[src/rtl/counter_initiator.sv]
// Initiator-side controller for the 5-bit event counter: launches one counter run
// per request, tracks the busy handshake and returns the final count or an error.
module counter_initiator #(
  parameter int unsigned ACK_TIMEOUT = 16,
  parameter int unsigned STAT_W      = 8
) (
  input  logic              clk,
  input  logic              rst_n,
  input  logic              req_valid,
  output logic              req_ready,
  input  logic [15:0]       req_wait,
  input  logic              req_flag,
  output logic              rsp_valid,
  input  logic              rsp_ready,
  output logic [4:0]        rsp_count,
  output logic              rsp_err,
  input  logic              abort,
  output logic              start,
  output logic [15:0]       wait_timer,
  output logic              flag,
  input  logic              busy,
  input  logic [4:0]        count_value,
  output logic [STAT_W-1:0] txn_cnt,
  output logic [STAT_W-1:0] err_cnt
);

  typedef enum logic [2:0] {
    S_IDLE,
    S_LAUNCH,
    S_WAIT_BUSY,
    S_RUN,
    S_RESP
  } state_t;

  // Last ack-counter value before the timeout fires; gives ACK_TIMEOUT-1 WAIT_BUSY cycles.
  localparam logic [15:0]       ACK_LAST = 16'(ACK_TIMEOUT - 2);
  localparam logic [STAT_W-1:0] STAT_MAX = '1;

  state_t      state, state_nxt;
  logic [15:0] ack_cnt, ack_cnt_nxt;
  logic        accept;
  logic        ld_rsp;
  logic        rsp_err_nxt;
  logic [4:0]  rsp_count_nxt;
  logic        rsp_hs;

  assign accept = (state == S_IDLE) && req_valid && req_ready;
  assign rsp_hs = (state == S_RESP) && rsp_ready;

  always_comb begin
    // NOTE: every signal gets a default before the case so no path leaves it unassigned (no latch).
    state_nxt     = state;
    ack_cnt_nxt   = ack_cnt;
    ld_rsp        = 1'b0;
    rsp_err_nxt   = 1'b1;
    rsp_count_nxt = '0;

    unique case (state)
      S_IDLE: begin
        if (accept) state_nxt = S_LAUNCH;
      end
      S_LAUNCH: begin
        ack_cnt_nxt = '0;
        state_nxt   = S_WAIT_BUSY;
      end
      S_WAIT_BUSY: begin
        if (abort) begin
          ld_rsp    = 1'b1;
          state_nxt = S_RESP;
        end else if (busy) begin
          state_nxt = S_RUN;
        end else if (ack_cnt == ACK_LAST) begin
          ld_rsp    = 1'b1;
          state_nxt = S_RESP;
        end else begin
          ack_cnt_nxt = ack_cnt + 16'd1;
        end
      end
      S_RUN: begin
        // Only abort can end a run early; a stuck busy waits forever by design.
        if (abort) begin
          ld_rsp    = 1'b1;
          state_nxt = S_RESP;
        end else if (!busy) begin
          ld_rsp        = 1'b1;
          rsp_err_nxt   = 1'b0;
          rsp_count_nxt = count_value;
          state_nxt     = S_RESP;
        end
      end
      S_RESP: begin
        if (rsp_hs) state_nxt = S_IDLE;
      end
      default: state_nxt = S_IDLE;
    endcase
  end

  // NOTE: all state updates use non-blocking assignments so every register samples pre-edge values.
  always_ff @(posedge clk) begin
    if (!rst_n) begin
      state      <= S_IDLE;
      ack_cnt    <= '0;
      req_ready  <= 1'b0;
      rsp_valid  <= 1'b0;
      rsp_count  <= '0;
      rsp_err    <= 1'b0;
      start      <= 1'b0;
      wait_timer <= '0;
      flag       <= 1'b0;
      txn_cnt    <= '0;
      err_cnt    <= '0;
    end else begin
      state     <= state_nxt;
      ack_cnt   <= ack_cnt_nxt;
      // Handshake flags are registered from the next state, so they track state exactly.
      req_ready <= (state_nxt == S_IDLE);
      start     <= (state_nxt == S_LAUNCH);
      rsp_valid <= (state_nxt == S_RESP);

      if (accept) begin
        wait_timer <= req_wait;
        flag       <= req_flag;
      end

      if (ld_rsp) begin
        rsp_count <= rsp_count_nxt;
        rsp_err   <= rsp_err_nxt;
      end

      if (rsp_hs) begin
        if (txn_cnt != STAT_MAX) txn_cnt <= txn_cnt + 1'b1;
        if (rsp_err && (err_cnt != STAT_MAX)) err_cnt <= err_cnt + 1'b1;
      end
    end
  end

endmodule
[config.mk]
export PLATFORM = sky130hd
export DESIGN_NAME = counter_initiator
export DESIGN_NICKNAME = d
export VERILOG_FILES = /design/src/rtl/counter_initiator.sv
export SDC_FILE = /design/constraint.sdc
export NUM_CORES = 1
export LEC_CHECK = 0
export CAP_MARGIN = 0
export CORE_ASPECT_RATIO = 0.8
export CORE_MARGIN = 4
export CORE_UTILIZATION = 51
export CTS_CLUSTER_DIAMETER = 200
export DETAILED_ROUTE_END_ITERATION = 10
export GPL_TIMING_DRIVEN = 0
export MAX_ROUTING_LAYER = met4
export PLACE_DENSITY = 0.89
export REMOVE_ABC_BUFFERS = 1
export SLEW_MARGIN = 20
export SYNTH_ARGS = -nofsm -noshare
export SYNTH_HDL_FRONTEND = slang
export SYNTH_SLANG_ARGS = --single-unit
export TNS_END_PERCENT = 100
[constraint.sdc]
create_clock -name clk -period 3.7 [get_ports clk]
set_input_delay 0.74 -clock clk [delete_from_list [all_inputs] [get_ports clk]]
set_output_delay 0.74 -clock clk [all_outputs]
set_load 0.01 [all_outputs]
Word level (Yosys, flattened, before mapping)
Cells that the tools add are included.

operators by class
  multiplexer cells = 24
  multiply operators = 0
  bitwise gates (word level) = 0
  eq/ne operators = 12
  divide/modulo/power cells = 0
  add/subtract/negate cells = 3
  $lt $le $gt $ge = 0
  shift-type cells = 0
  reduce and logical (&&, ||, !) cells = 10

operators by type and width
  kind                     count
  $mux W16                 3
  $pmux W16 S2             1
  $mux W3                  7
  $add A16 B1 Y16 const B  1
  $add A8 B1 Y8 const B    2
  $eq A16 B4 Y1 const B    1
  $ne A8 B8 Y1 const B     2
  $mux W5                  3
  $pmux W3 S5              1
  $mux W1                  8
  $eq A3 B1 Y1 const B     2
  $eq A3 B2 Y1 const B     2
  $eq A3 B3 Y1 const B     2
  $logic_not A3 Y1         2
  $ne A2 B2 Y1 const B     3
  $logic_and A1 B1 Y1      4
  $reduce_and A2 Y1        2
  $reduce_and A4 Y1        1
  $pmux W1 S2              1
  $reduce_bool A2 Y1       1

storage, ports and cells
  register bits = 61
  memories = 0
  logic and storage cells = 60
  bits in writable memories = 0
  output and inout port bits = 42
  ROM bits = 0
  input bits = 28
  bits in latches = 0

Longest topological paths before layout
Gate-level depths: netlist of the first run.

  word-level depth = 6
  mapped depth = 7
  depth with buffers taken out = 7

Worst setup path after synthesis of the first run
OpenSTA, ideal clock, no wires.

  path type = in2reg
  start = input abort
  end = register ack_cnt[1]
  setup time = 0.070 ns
  setup slack = 1.478 ns
  data required time = 3.630 ns
  cell stages on the path = 5
  arrival = 2.152 ns
  buffers on the path = 0
  cell sequence = or4b_4 a21oi_4 o21ai_2 or4_1 a21oi_1

on the way
  longest elaborated chain between the ends = 2

ends and longest elaborated chain
  item                                RTL line  text
  start: declaration                  17        input logic abort,
  $ne A2 B2 Y1 (no source line)       --
  $reduce_and A4 Y1 (no source line)  --
  end signal: assignment              114       ack_cnt <= ack_cnt_nxt;
  end: declaration                    40        logic [15:0] ack_cnt, ack_cnt_nxt;

No other way between the ends.
A chain may end at the register's enable or synchronous reset.

Worst setup path after layout of the first run
  start = input abort
  end = register ack_cnt[3]

Same word-level chain as after synthesis.

==> results by group, run 1 <==
STA
  • RSZ-0062 raised after global routing: false
  • Slew headroom: 0.3152
  • Worst slew pin tran: 1020 ps
  • F_max: 0.3790 GHz
  • Final Skew: 5.198 ps
  • # setup viols final: 0
  • Hold WS: 454.6 ps
  • Fin crit share: 0.7131
  • Period minus WS final: 2639 ps
  • Final Hold Viols: 0
  • Final Max Slew Viols: 0
  • Setup WS post-layout: 1061 ps
  • Final sum of negative setup slack: 0 ps

Placed design
  • Pre-CTS setup slack: 745.2 ps
  • HPWL after DPL: 4515 um
  • Placed cell area: 3288 um^2
  • Port Buf Inserts: 69
  • Placer congestion estimate: 0.8363

Global routing
  • Largest net degree at the start of global routing: 42
  • M2 GR Usage: 0.3545
  • Global routing's busiest layer: met2
  • Vias in the first global route: 2319
  • First-pass GRT wire length: 10800 um
  • Grt total ovfl: 0
  • Met1 Track Usage GR: 0.2757
  • Initial antenna violation count: 0
  • Tot GR Track Use: 0.2267
  • GRT met3 Usage: 0.06782

Power
  • Worst VDD drop: 0.3113 mV
  • Reg power frac: 0.511
  • Tot Pwr: 0.001336 W
  • Sw Ratio: 0.2665
  • P per Cell Area: 385.4 nW/um^2
  • P_int: 0.0009801 W
  • Clock power share: 0.391
  • LEAKAGE: 1.210 nW
  • Comb pwr share: 0.098
  • Net Sw Power: 0.0003561 W

Synthesis
  • Synth unique cells: 37
  • Post-synth EDFFs: 0
  • Synth Flop Type: dfxtp_1
  • Syn Inst Count: 304
  • Yosys warns: 0
  • Post-synth ARST share: 0
  • Mapped cell area: 2572 um^2
  • Register area share after synthesis: 0.4747
  • Syn Area/Cell: 8.462 um^2
  • FF+latch count, synth: 61

Critical path
  • Arrival @ worst endpoint: 2920 ps
  • Max FO, Critical Path: 8
  • Worst path top cell family by delay: simple AND/OR/NAND/NOR gates
  • Worst r2r dst: rsp_count[4]
  • CP max-delay cell: or4b_4
  • Reg-to-reg startpoint: ack_cnt[0]
  • CP required: 3990 ps
  • Worst Reg2Reg Path Length in Cells: 7
  • Crit path capture type: flip-flop
  • Worst path cell trace: clkdlybuf4s50_1, or4b_4, a21oi_4, o21ai_2, or4_1, nand2_1
  • Critical path's largest stage delay: 600 ps
  • Worst path buffer plus inverter count: 1
  • Worst Setup Start Kind: input port
  • R2R Setup Slk: 1370 ps
  • Crit Path Category: input port to flip-flop

Final layout
  • Commonest non-fill, non-tap cell in the layout: clkdlybuf4s50_1
  • Synth-to-Final Area Change: 34.78%
  • ANT cells: 0
  • Final net count: 405
  • Fin area: 3467 um^2
  • Most frequent cells in the layout: clkdlybuf4s50_1 (69), dfxtp_1 (61), nand2_1 (44)
  • Share of layout cells above drive strength 1: 0.06349

Clock tree
  • CTS tree: built
  • H-tree level count: 3
  • CTS Buf Count: 9
  • Max Root-Sink Buffers: 2
  • Clock Latency Late Sink: 340 ps
  • Post-cts gate resize count: 0
  • Root buf cell: clkbuf_8
  • Worst-path clk slew: 70 ps
  • Post-CTS Hold Fix Bufs: 0
  • Clk sinks: 61
  • Post-CTS setup buffers: 0

Floorplan
  • Die width: 87.41 um
  • Rows: 22
  • Die H: 71.53 um
  • Core ar.: 4735 um^2
  • Die area: 6252 um^2
  • I/O pins: 70
  • Initial Utilization: 0.5433

Detailed routing
  • DRT Pass-1 Iters: 4
  • Detailed Route Iter0 Violations: 205
  • Via count: 2453
  • Remaining DRCs: 0
  • Routed Antenna Nets: 0
  • Routed WL per cell: 14.74 um
  • Drt total wl: 6455 um
  • Routed vias/inst: 5.600

Min path
  • Hold Path Stages: 2
  • WHS Endpoint: wait_timer[10]
  • Worst min path class: flip-flop to flip-flop
  • Worst Hold Launch: wait_timer[10]

Status
  • Status: complete, no violations

Flow run
  • Max-cap viol count: 0
==> registers in the layout (all words and copies together), names as in the netlist <==
name,flops
wait_timer,16
txn_cnt,8
start,1
err_cnt,8
ack_cnt,16
rsp_count,5
rsp_err,1
flag,1
rsp_valid,1
state,3
req_ready,1
==> worst reg2reg max path, cell delays in order, from the launching register on <==
cell      delay (ps)
dfxtp_1          330
inv_1             80
ha_1             130
nor3b_1          260
nand4_1          320
a221oi_1         610
nor2_1           200
a22o_1           290
==> metal layers <==
layer | wire length [um] | up-vias
li1 | - | 1217
met1 | 2819 | 1148
met2 | 3171 | 81
met3 | 365 | 7
met4 | 99 | 0
met5 | 0 | -
==> area by class of cell <==
class | count | area (um^2)
repair buffers | 69 | 690.7
inverters | 7 | 26.28
fillers | 349 | 1267
well taps | 60 | 75.07
multi-input cells | 225 | 1277
clock inverters | 7 | 52.55
clock buffers | 9 | 123.9
flip-flops and latches | 61 | 1221
==> worst max path at each step <==
stage / startpoint / end / slack (ps) / cells past startpoint
2_1_floorplan: abort / ack_cnt[1] / 1470 / 5
3_3_place_gp: rst_n / rsp_count[1] / 750 / 4
3_5_place_dp: abort / ack_cnt[1] / 750 / 6
4_1_cts: abort / ack_cnt[3] / 1090 / 6
5_1_grt: abort / ack_cnt[3] / 990 / 6
6_report: abort / ack_cnt[3] / 1060 / 6
==> synthesized netlist by cell type, types with 5 or more instances <==
| cell type | n | area (um^2) |
|---|---|---|
| a22o_1 | 5 | 43.79 |
| clkbuf_1 | 9 | 33.78 |
| nand4_1 | 11 | 68.82 |
| nand2_1 | 44 | 165.2 |
| xor2_1 | 11 | 96.34 |
| inv_1 | 7 | 26.28 |
| xnor2_1 | 5 | 43.79 |
| o21ai_0 | 11 | 55.05 |
| a21oi_1 | 27 | 135.1 |
| or3_1 | 7 | 43.79 |
| nand3_1 | 12 | 60.06 |
| dfxtp_1 | 61 | 1221 |
| nor2_1 | 38 | 142.6 |
| and3_1 | 9 | 56.30 |
==> power groups by stage <==
| stage | clock [W] | combinational, W | sequential (W) |
|---|---|---|---|
| 2_1_floorplan | 0 | 0.0000471 | 0.000704 |
| 3_3_place_gp | 0 | 0.000127 | 0.000697 |
| 3_5_place_dp | 0 | 0.000130 | 0.000698 |
| 4_1_cts | 0.000529 | 0.000132 | 0.000683 |
| 5_1_grt | 0.000559 | 0.000142 | 0.000685 |
| 6_report | 0.000522 | 0.000131 | 0.000683 |
==> through the flow <==
stage | util | std cells
floorplan | - | 293
global placement | 0.6945 | 422
detailed placement | 0.6945 | 422
CTS | 0.7318 | 438
global route | 0.7323 | 438
finish | 0.7323 | 438
==> cells by family (layout without fill, tap and decap cells) <==
group / count (synthesis) / in the layout / synth area share
AO/OA/AOI/OAI: 62 / 62 / 0.1503
flip-flops: 61 / 61 / 0.4747
AND/OR/NAND/NOR: 142 / 142 / 0.2675
buffers and inverters: 18 / 92 / 0.02967
adder cells (fa/ha/maj): 4 / 4 / 0.01946
XOR/XNOR: 16 / 16 / 0.05447
multiplexers: 1 / 1 / 0.003891
No activity file was read; power rests on OpenSTA's default activity.
==> run 2, diff against run 1 <==
--- a/config.mk
+++ b/config.mk
@@ -8,12 +8,12 @@
 export CAP_MARGIN = 0
 export CORE_ASPECT_RATIO = 0.8
 export CORE_MARGIN = 4
-export CORE_UTILIZATION = 51
+export CORE_UTILIZATION = 48
 export CTS_CLUSTER_DIAMETER = 200
 export DETAILED_ROUTE_END_ITERATION = 10
 export GPL_TIMING_DRIVEN = 0
 export MAX_ROUTING_LAYER = met4
-export PLACE_DENSITY = 0.89
+export PLACE_DENSITY = 0.85
 export REMOVE_ABC_BUFFERS = 1
 export SLEW_MARGIN = 20
 export SYNTH_ARGS = -nofsm -noshare
==> constraint.sdc (replaced) <==
create_clock -name clk -period 2.6 [get_ports clk]
set_input_delay 0.52 -clock clk [delete_from_list [all_inputs] [get_ports clk]]
set_output_delay 0.52 -clock clk [all_outputs]
set_load 0.01 [all_outputs]
==> results by group, run 2 (same netlist as run 1, synthesis figures left out) <==
Final layout
  • Share of layout cells above drive strength 1: 0.06101 (was 0.06349)
  • Synth-to-Final Area Change: 34.44% (was 34.78%)
  • Final net count: 405 (unchanged)
  • ANT cells: 0 (unchanged)
  • Non-Filler Instances: 439 (was 438)
  • Top Registers: ack_cnt (16), wait_timer (16) (unchanged)
  • Most frequent cells in the layout: clkdlybuf4s50_1 (69), dfxtp_1 (61), nand2_1 (44) (unchanged)
  • Fillers: 413 (was 349)
  • Commonest non-fill, non-tap cell in the layout: clkdlybuf4s50_1 (unchanged)

Placed design
  • Placed insts: 424 (was 422)
  • Pre-CTS setup slack: -141.2 ps (was 745.2 ps)
  • Placer congestion estimate: 0.8563 (was 0.8363)
  • HPWL after DPL: 4382 um (was 4515 um)
  • Port Buf Inserts: 69 (unchanged)

STA
  • Worst slew pin tran: 1058 ps (was 1020 ps)
  • Final Hold Viols: 0 (unchanged)
  • Fin crit share: 0.9357
  • Setup WS post-layout: 167.1 ps (was 1061 ps)
  • Hold WS: 453.5 ps (was 454.6 ps)
  • RSZ-0062 raised after global routing: false (unchanged)
  • Final Max Slew Viols: 0 (unchanged)
  • Final Skew: 10.43 ps (was 5.198 ps)
  • Slew headroom: 0.2898 (was 0.3152)
  • Period minus WS final: 2433 ps
  • # setup viols final: 0 (unchanged)
  • F_max: 0.4110 GHz

Clock tree
  • Clock Latency Late Sink: 330 ps (was 340 ps)
  • CTS tree: built (unchanged)
  • Post-cts gate resize count: 0 (unchanged)
  • H-tree level count: 3 (unchanged)
  • CTS Buf Count: 9 (unchanged)
  • Root buf cell: clkbuf_8 (unchanged)
  • Post-CTS Hold Fix Bufs: 0 (unchanged)
  • Post-CTS setup buffers: 0 (unchanged)
  • Max Root-Sink Buffers: 2 (unchanged)
  • Worst-path clk slew: 60 ps (was 70 ps)
  • Clk sinks: 61 (unchanged)

Critical path
  • Worst Reg2Reg Path Length in Cells: 7 (unchanged)
  • Arrival @ worst endpoint: 2680 ps (was 2920 ps)
  • Crit path capture type: flip-flop (unchanged)
  • Worst path cell trace: clkdlybuf4s50_1, or4b_4, a21oi_4, o21ai_2, or4_1, a21oi_1 (was clkdlybuf4s50_1, or4b_4, a21oi_4, o21ai_2, or4_1, nand2_1)
  • Worst r2r dst: rsp_count[2] (was rsp_count[4])
  • Reg-to-reg startpoint: ack_cnt[0] (unchanged)
  • CP required: 2850 ps (was 3990 ps)
  • Crit Path Category: input port to flip-flop (unchanged)
  • Critical path's largest stage delay: 600 ps (about the same)
  • CP max-delay cell: or4b_4 (unchanged)
  • Max FO, Critical Path: 8 (unchanged)
  • R2R Setup Slk: 220 ps (was 1370 ps)
  • Worst Setup Start Kind: input port (unchanged)

Global routing
  • Met1 Track Usage GR: 0.2338 (was 0.2757)
  • Tot GR Track Use: 0.2004 (was 0.2267)
  • Grt total ovfl: 0 (unchanged)
  • Initial antenna violation count: 0 (unchanged)
  • Largest net degree at the start of global routing: 42 (unchanged)
  • Vias in the first global route: 2279 (was 2319)
  • First-pass GRT wire length: 10260 um (was 10800 um)
  • M2 GR Usage: 0.3233 (was 0.3545)
  • GRT met3 Usage: 0.05527 (was 0.06782)
  • Global routing's busiest layer: met2 (unchanged)

Detailed routing
  • Via count: 2403 (was 2453)
  • Routed WL per cell: 14.09 um (was 14.74 um)
  • Routed vias/inst: 5.474 (was 5.600)
  • Detailed Route Iter0 Violations: 161 (was 205)
  • Drt total wl: 6185 um (was 6455 um)
  • DRT Pass-1 Iters: 4 (unchanged)
  • Remaining DRCs: 0 (unchanged)
  • Routed Antenna Nets: 0 (unchanged)

Power
  • Sw Ratio: 0.2440 (was 0.2665)
  • P per Cell Area: 538.7 nW/um^2 (was 385.4 nW/um^2)
  • Worst VDD drop: 0.3437 mV (was 0.3113 mV)
  • P_int: 0.001409 W (was 0.0009801 W)
  • Comb pwr share: 0.099 (was 0.098)
  • Reg power frac: 0.522 (was 0.511)
  • LEAKAGE: 1.220 nW (was 1.210 nW)
  • Net Sw Power: 0.0004545 W (was 0.0003561 W)
  • Clock power share: 0.379 (was 0.391)

Floorplan
  • Core ar.: 5094 um^2 (was 4735 um^2)
  • Die H: 73.48 um (was 71.53 um)
  • I/O pins: 70 (unchanged)
  • Rows: 23 (was 22)
  • Initial Utilization: 0.5050 (was 0.5433)
  • Die width: 89.85 um (was 87.41 um)
  • Die area: 6602 um^2 (was 6252 um^2)

Status
  • Status: complete, no violations (unchanged)

Min path
  • Worst Hold Launch: wait_timer[7] (was wait_timer[10])
  • WHS Endpoint: wait_timer[7] (was wait_timer[10])
  • Hold Path Stages: 2 (unchanged)
  • Worst min path class: flip-flop to flip-flop (unchanged)

Flow run
  • Max-cap viol count: 0 (unchanged)
## run 2: worst max path at each step
| stage | startpoint | to | slack, ps | cells past startpoint |
|---|---|---|---|---|
| finish | abort | ack_cnt[1] | 170 | 6 |
| floorplan | abort | ack_cnt[1] | 590 | 5 |
| global route | abort | ack_cnt[1] | 50 | 6 |
| global placement | rst_n | rsp_count[4] | -150 | 4 |
| CTS | abort | ack_cnt[1] | 210 | 6 |
| detailed placement | abort | ack_cnt[1] | -140 | 6 |
## run 2: worst max-delay path: cells and delay by family
kind | cells | cell delay (ps)
buffers and inverters | 1 | 520
and+or+nand+nor | 2 | 1020
AOI/OAI and AO/OA | 3 | 610
## run 2: layout make-up
class / count / area, um^2 / area share
Sequential cell: 61 / 1221 / 0.3531
Timing Repair Buffer: 69 / 690.7 / 0.1997
Clock inverter: 5 / 27.53 / 0.007959
Multi-Input combinational cell: 225 / 1277 / 0.3694
Tap cell: 62 / 77.57 / 0.02243
Inverter: 7 / 26.28 / 0.007598
Clock buffer: 10 / 137.6 / 0.03980
## run 2: per-layer routing
| layer | vias up | wire, um |
|---|---|---|
| met1 | 1115 | 2722 |
| met4 | 0 | 140 |
| met5 | - | 0 |
| li1 | 1216 | - |
| met3 | 11 | 298 |
| met2 | 61 | 3025 |
## run 2: stage by stage
| stage | utilization | setup TNS [ps] | power (W) | instance area, um^2 |
|---|---|---|---|---|
| 5_1_grt | 0.6789 | 0 | 0.001941 | 3458 |
| 6_report | 0.6789 | 0 | 0.001863 | 3458 |
| 3_3_place_gp | 0.6460 | -979.3 | 0.001173 | 3291 |
| 2_1_floorplan | - | 0 | 0.001068 | 2522 |
| 3_5_place_dp | 0.6460 | -401.5 | 0.001177 | 3291 |
| 4_1_cts | 0.6785 | 0 | 0.001887 | 3456 |
## run 2: power by group through the flow
| stage | sequential, W | combinational (W) | clock, W |
|---|---|---|---|
| 2_1_floorplan | 0.00100 | 0.0000670 | 0 |
| 3_3_place_gp | 0.000992 | 0.000181 | 0 |
| 3_5_place_dp | 0.000993 | 0.000184 | 0 |
| 4_1_cts | 0.000972 | 0.000185 | 0.000730 |
| 5_1_grt | 0.000974 | 0.000202 | 0.000765 |
| 6_report | 0.000972 | 0.000185 | 0.000706 |
==> run 3, diff against run 2 <==
--- a/config.mk
+++ b/config.mk
@@ -15,7 +15,6 @@
 export MAX_ROUTING_LAYER = met4
 export PLACE_DENSITY = 0.85
 export REMOVE_ABC_BUFFERS = 1
-export SLEW_MARGIN = 20
 export SYNTH_ARGS = -nofsm -noshare
 export SYNTH_HDL_FRONTEND = slang
 export SYNTH_SLANG_ARGS = --single-unit
==> results by group, run 3 (same netlist as run 1, synthesis figures left out) <==
Clock tree
  • Root buf cell: clkbuf_8 (unchanged)
  • Post-CTS setup buffers: 0 (unchanged)
  • Clock Latency Late Sink: 340 ps (was 330 ps)
  • H-tree level count: 3 (unchanged)
  • Clk sinks: 61 (unchanged)
  • CTS Buf Count: 9 (unchanged)
  • Post-CTS Hold Fix Bufs: 0 (unchanged)
  • Max Root-Sink Buffers: 2 (unchanged)
  • Worst-path clk slew: 60 ps (about the same)
  • CTS tree: built (unchanged)

Global routing
  • Grt total ovfl: 0 (unchanged)
  • Initial antenna violation count: 0 (unchanged)
  • Vias in the first global route: 2279 (unchanged)
  • Tot GR Track Use: 0.2004 (unchanged)
  • First-pass GRT wire length: 10260 um (unchanged)
  • Largest net degree at the start of global routing: 42 (unchanged)

STA
  • RSZ-0062 raised after global routing: false (unchanged)
  • Final Skew: 10.67 ps (was 10.43 ps)
  • F_max: 0.4100 GHz (was 0.4110 GHz)
  • Final Max Slew Viols: 0 (unchanged)
  • Worst slew pin tran: 1092 ps (was 1058 ps)
  • Fin crit share: 0.9380 (was 0.9357)
  • Slew headroom: 0.2692 (was 0.2898)
  • Final sum of negative setup slack: 0 ps (unchanged)
  • Setup WS post-layout: 161.1 ps (was 167.1 ps)
  • Period minus WS final: 2439 ps (was 2433 ps)
  • Final Hold Viols: 0 (unchanged)
  • # setup viols final: 0 (unchanged)

Flow run
  • Max-cap viol count: 0 (unchanged)

Final layout
  • Top Registers: ack_cnt (16), wait_timer (16) (unchanged)
  • Final net count: 405 (unchanged)
  • Most frequent cells in the layout: clkdlybuf4s50_1 (69), dfxtp_1 (61), nand2_1 (44) (unchanged)
  • Synth-to-Final Area Change: 34.48% (was 34.44%)
  • Share of layout cells above drive strength 1: 0.05836 (was 0.06101)
  • ANT cells: 0 (unchanged)
  • Commonest non-fill, non-tap cell in the layout: clkdlybuf4s50_1 (unchanged)
  • Fillers: 415 (was 413)

Power
  • P per Cell Area: 540.1 nW/um^2 (was 538.7 nW/um^2)
  • Clock power share: 0.381 (was 0.379)
  • Worst VDD drop: 0.3433 mV (was 0.3437 mV)
  • LEAKAGE: 1.216 nW (was 1.220 nW)
  • P_int: 0.001409 W (about the same)
  • Net Sw Power: 0.0004599 W (was 0.0004545 W)
  • Sw Ratio: 0.2461 (was 0.2440)
  • Comb pwr share: 0.099 (about the same)
  • Reg power frac: 0.520 (was 0.522)

Detailed routing
  • Via count: 2401 (was 2403)
  • Routed WL per cell: 14.05 um (was 14.09 um)
  • Detailed Route Iter0 Violations: 152 (was 161)
  • Drt total wl: 6167 um (was 6185 um)
  • Routed vias/inst: 5.469 (was 5.474)
  • Remaining DRCs: 0 (unchanged)
  • Routed Antenna Nets: 0 (unchanged)
  • DRT Pass-1 Iters: 4 (unchanged)

Status
  • Status: complete, no violations (unchanged)

Critical path
  • Crit Path Category: input port to flip-flop (unchanged)
  • Arrival @ worst endpoint: 2680 ps (about the same)
  • Crit path capture type: flip-flop (unchanged)
  • Max FO, Critical Path: 8 (unchanged)
  • Worst Setup Start Kind: input port (unchanged)
  • CP required: 2840 ps (was 2850 ps)

Floorplan
  • Rows: 23 (unchanged)
  • Core ar.: 5094 um^2 (unchanged)
  • Die H: 73.48 um (unchanged)
  • Die width: 89.85 um (unchanged)
  • Initial Utilization: 0.5050 (unchanged)
  • I/O pins: 70 (unchanged)
  • Die area: 6602 um^2 (unchanged)

Placed design
  • Pre-CTS setup slack: -195.7 ps (was -141.2 ps)
  • Port Buf Inserts: 69 (unchanged)
  • Placer congestion estimate: 0.8563 (unchanged)
  • HPWL after DPL: 4382 um (unchanged)

Min path
  • Worst min path class: flip-flop to flip-flop (unchanged)
[run 3: changes by cell type in the layout (fill, tap and decap cells not counted)]
cell and change:
nor2_1 +1, nor2_2 -1, clkinvlp_4 +1, inv_2 -1
[run 3: final timing paths]
path	slack, ps	cells past startpoint	to	startpoint
max	160	6	ack_cnt[1]	abort
min	450	2	wait_timer[7]	wait_timer[7]
max reg2reg	240	7	rsp_count[2]	ack_cnt[0]
min reg2reg	450	2	wait_timer[7]	wait_timer[7]
[run 3: what timing repair did]
| action | 4_1_cts | 5_1_grt |
|---|---|---|
| hold endpoints to repair | 0 | 0 |
| setup endpoints to repair | 0 | 5 |
| gates resized for setup | 0 | 1 |
[run 3: metrics by stage]
stage               hold WS [ps]    util  std cells  instance area (um^2)  total power (W)
global placement           441.3  0.6460        424                  3291         0.001173
finish                     453.1  0.6792        439                  3460         0.001868
detailed placement         446.5  0.6460        424                  3291         0.001177
floorplan                  460.5       -        293                  2522         0.001068
CTS                        455.0  0.6785        439                  3456         0.001887
global route               471.3  0.6792        439                  3460         0.001942
[run 3: power groups by stage]
| stage | clock network, W | logic (W) | registers, W |
|---|---|---|---|
| 6_report | 0.000711 | 0.000185 | 0.000972 |
| 5_1_grt | 0.000765 | 0.000202 | 0.000974 |
| 4_1_cts | 0.000730 | 0.000185 | 0.000972 |
| 3_5_place_dp | 0 | 0.000184 | 0.000993 |
| 3_3_place_gp | 0 | 0.000181 | 0.000992 |
| 2_1_floorplan | 0 | 0.0000670 | 0.00100 |
[run 3: worst max-delay path, cell delays in order]
cell and delay (ps):
clkdlybuf4s50_1 520, or4b_4 600, a21oi_4 280, o21ai_2 180, or4_1 430, a21oi_1 150
[run 3: area by class of cell]
| class | count | area, um^2 | area share |
|---|---|---|---|
| Sequential cell | 61 | 1221 | 0.3530 |
| Tap cell | 62 | 77.57 | 0.02242 |
| Multi-Input combinational cell | 225 | 1275 | 0.3685 |
| Clock buffer | 10 | 137.6 | 0.03978 |
| Inverter | 7 | 30.03 | 0.008680 |
| Clock inverter | 5 | 27.53 | 0.007957 |
| Timing Repair Buffer | 69 | 690.7 | 0.1996 |
[run 3: metal layers]
layer / track usage / vias to the layer above / wire (um) / part of all wire
met4: 0.1019 / 0 / 174 / 0.028
met2: 0.3233 / 59 / 2945 / 0.48
li1: - / 1212 / - / -
met1: 0.2338 / 1113 / 2721 / 0.44
met3: 0.05527 / 17 / 326 / 0.053
met5: - / - / 0 / 0
==> RTL edit, RTL diff (settings of run 3) <==
Encoding of `state_t`: now one-hot (5 bits for 5 states).
--- a/src/rtl/counter_initiator.sv
+++ b/src/rtl/counter_initiator.sv
@@ -24,12 +24,12 @@
   output logic [STAT_W-1:0] err_cnt
 );
 
-  typedef enum logic [2:0] {
-    S_IDLE,
-    S_LAUNCH,
-    S_WAIT_BUSY,
-    S_RUN,
-    S_RESP
+  typedef enum logic [4:0] {
+    S_IDLE      = 5'b00001,
+    S_LAUNCH    = 5'b00010,
+    S_WAIT_BUSY = 5'b00100,
+    S_RUN       = 5'b01000,
+    S_RESP      = 5'b10000
   } state_t;
 
   // Last ack-counter value before the timeout fires; gives ACK_TIMEOUT-1 WAIT_BUSY cycles.
Formal check against the unedited RTL: no difference found for any inputs over 10 cycles, from zero or initial values and one cycle with rst_n low; not proved beyond that.
==> RTL edit against run 3 <==
Maximum frequency up 0.32%. Sequential power up 4%. Synthesized cell count up 6.9%. Sequential cell count up 2. Final area up 8.4%. Synthesized area up 9.1%. Routed wire length up 5.6%. Total power up 16%. Setup slack better by 0.0078 ns. Via count up 5.1%. Critical endpoint is now ack_cnt[13]$_SDFFE_PN0P_.
==> RTL edit: results (changes against run 3) <==
status=completed; worst-case clock skew=0.00755 ns (-0.00313 ns); met1 layer wirelength in the final routing=2950 um (+8.3%); Critical Path AT=2.63 ns (-0.05 ns); maximum number of pins on one net before global-route repair=36 (-14%); total leakage power=1.29 nW (+6.2%); Tightest Pin Transition=1.11 ns (+0.0204 ns); sequential-to-total area share from yosys stat=0.449 (-0.0255); DR WL/cell=13.8 um (-2.0%); number of global-route vias before repair=2310 (+1.4%); worst hold path type=flip-flop to flip-flop; hold violation total from the final report=0 (unchanged); Slew Viols, Final=0 (unchanged); most common library cells after synthesis=63 x dfxtp_1, 58 x nand2_1, 35 x nor2_1, 23 x a21oi_1, 17 x xnor2_1; clock transition time at the flip-flop clock pins of the worst setup and hold paths=0.07 ns; initial antenna violation count=0 (unchanged); Final nets=423 (+4.4%); worst setup path startpoint=abort; Area contributors post-synth=dfxtp_1 45%, nand2_1 7.8%, xnor2_1 5.3%; GP Congestion=0.872 (+1.9%); first-pass GRT wire length=10900 um (+6.0%); Post-CTS Setup Inserts=0 (unchanged); largest registers in the final layout=ack_cnt: 16 flops, wait_timer: 16 flops; clock buffer count from CTS=9 (unchanged); count of input and output buffers=69 (unchanged); clock root buffer=clkbuf_8; routing usage on met1=0.243 (+0.00942); Peak supply drop=0.293 mV (-15%); R2R depth=5 (-2); global routing met3 resource utilization=0.0652 (+0.00988); total length of routed met2 wires=3020 um (+2.6%); Post-Place Cell Area=0.00352 mm2 (+6.9%); critical register-to-register path startpoint=state[4]$_SDFF_PN0_; Async S/R FF share, synth=0 (unchanged); clock latency reported for the late side of the worst-skew pair=0.34 ns (about the same); Total GRT Usage=0.194 (-0.00657); total of warnings raised by yosys=0 (unchanged); number of unique standard cell types used by synthesis=48 (+30%); Max H-tree Level=3 (unchanged); clk buf depth=2 (unchanged); leading area contributor after synthesis=dfxtp_1; number of instances on the worst hold path=2 (unchanged); met2 Track Usage GR=0.286 (-0.0378); routed wl met3=393 um (+21%); n_diodes=0 (unchanged); drt pass-1 iters=4 (unchanged); number of design-rule violations left by the first detailed-router iteration=151 (-0.66%); post-detail-place hpwl=4490 um (+2.5%); vias after detailed routing=2523 (+5.1%); highest layer used for signal routing=met4; Resize count post-CTS=1 (+1); share of final-layout standard cells stronger than drive strength 1=0.0684 (+0.0100); maximum fanout along the worst path=14 (+6); hold path start=wait_timer[12]$_SDFFE_PN0P_
-- RTL edit: final cells by class --
| cell class | instances | area (um2) |
|---|---|---|
| Clock buffer | 12 | 165 |
| Clock inverter | 3 | 65.1 |
| Fill cell | 428 | 1800 |
| Inverter | 3 | 13.8 |
| Multi-Input combinational cell | 245 | 1460 |
| Sequential cell | 63 | 1260 |
| Tap cell | 78 | 97.6 |
| Timing Repair Buffer | 69 | 691 |
-- RTL edit: worst paths after layout --
path	end	slack, ns
max	ack_cnt[13]$_SDFFE_PN0P_	0.17
min	wait_timer[12]$_SDFFE_PN0P_	0.45
max reg2reg	ack_cnt[13]$_SDFFE_PN0P_	0.19
min reg2reg	wait_timer[12]$_SDFFE_PN0P_	0.45
-- RTL edit: stage by stage --
step	setup WS (ns)	util	instances
after floorplan	0.393	-	311
after global placement	-0.766	0.633	458
after detailed placement	-0.804	0.633	458
after CTS	0.0877	0.675	473
after global routing	0.0971	0.675	473
final	0.169	0.675	473
-- RTL edit: logic make-up after synthesis --
| group | Yosys count | synth area share |
|---|---|---|
| AO/OA/AOI/OAI | 48 | 0.104 |
| XOR/XNOR | 23 | 0.0717 |
| adder cells (fa/ha/maj) | 4 | 0.0178 |
| buffers and inverters | 17 | 0.0316 |
| flip-flops | 63 | 0.449 |
| multiplexers | 2 | 0.00713 |
| AND/OR/NAND/NOR | 168 | 0.318 |
-- RTL edit: worst max-delay path, cell delays in order --
cell	delay [ns]
clkdlybuf4s50_1	0.47
or4_1	0.89
nand2b_4	0.29
o41ai_1	0.35
a21oi_1	0.11
-- RTL edit: where the power goes --
group	internal, mW	leakage [nW]	switching (mW)
Sequential	0.991	0.509	0.0155
Combinational	0.100	0.664	0.0972
Clock	0.611	0.118	0.353
Total	1.70	1.29	0.466
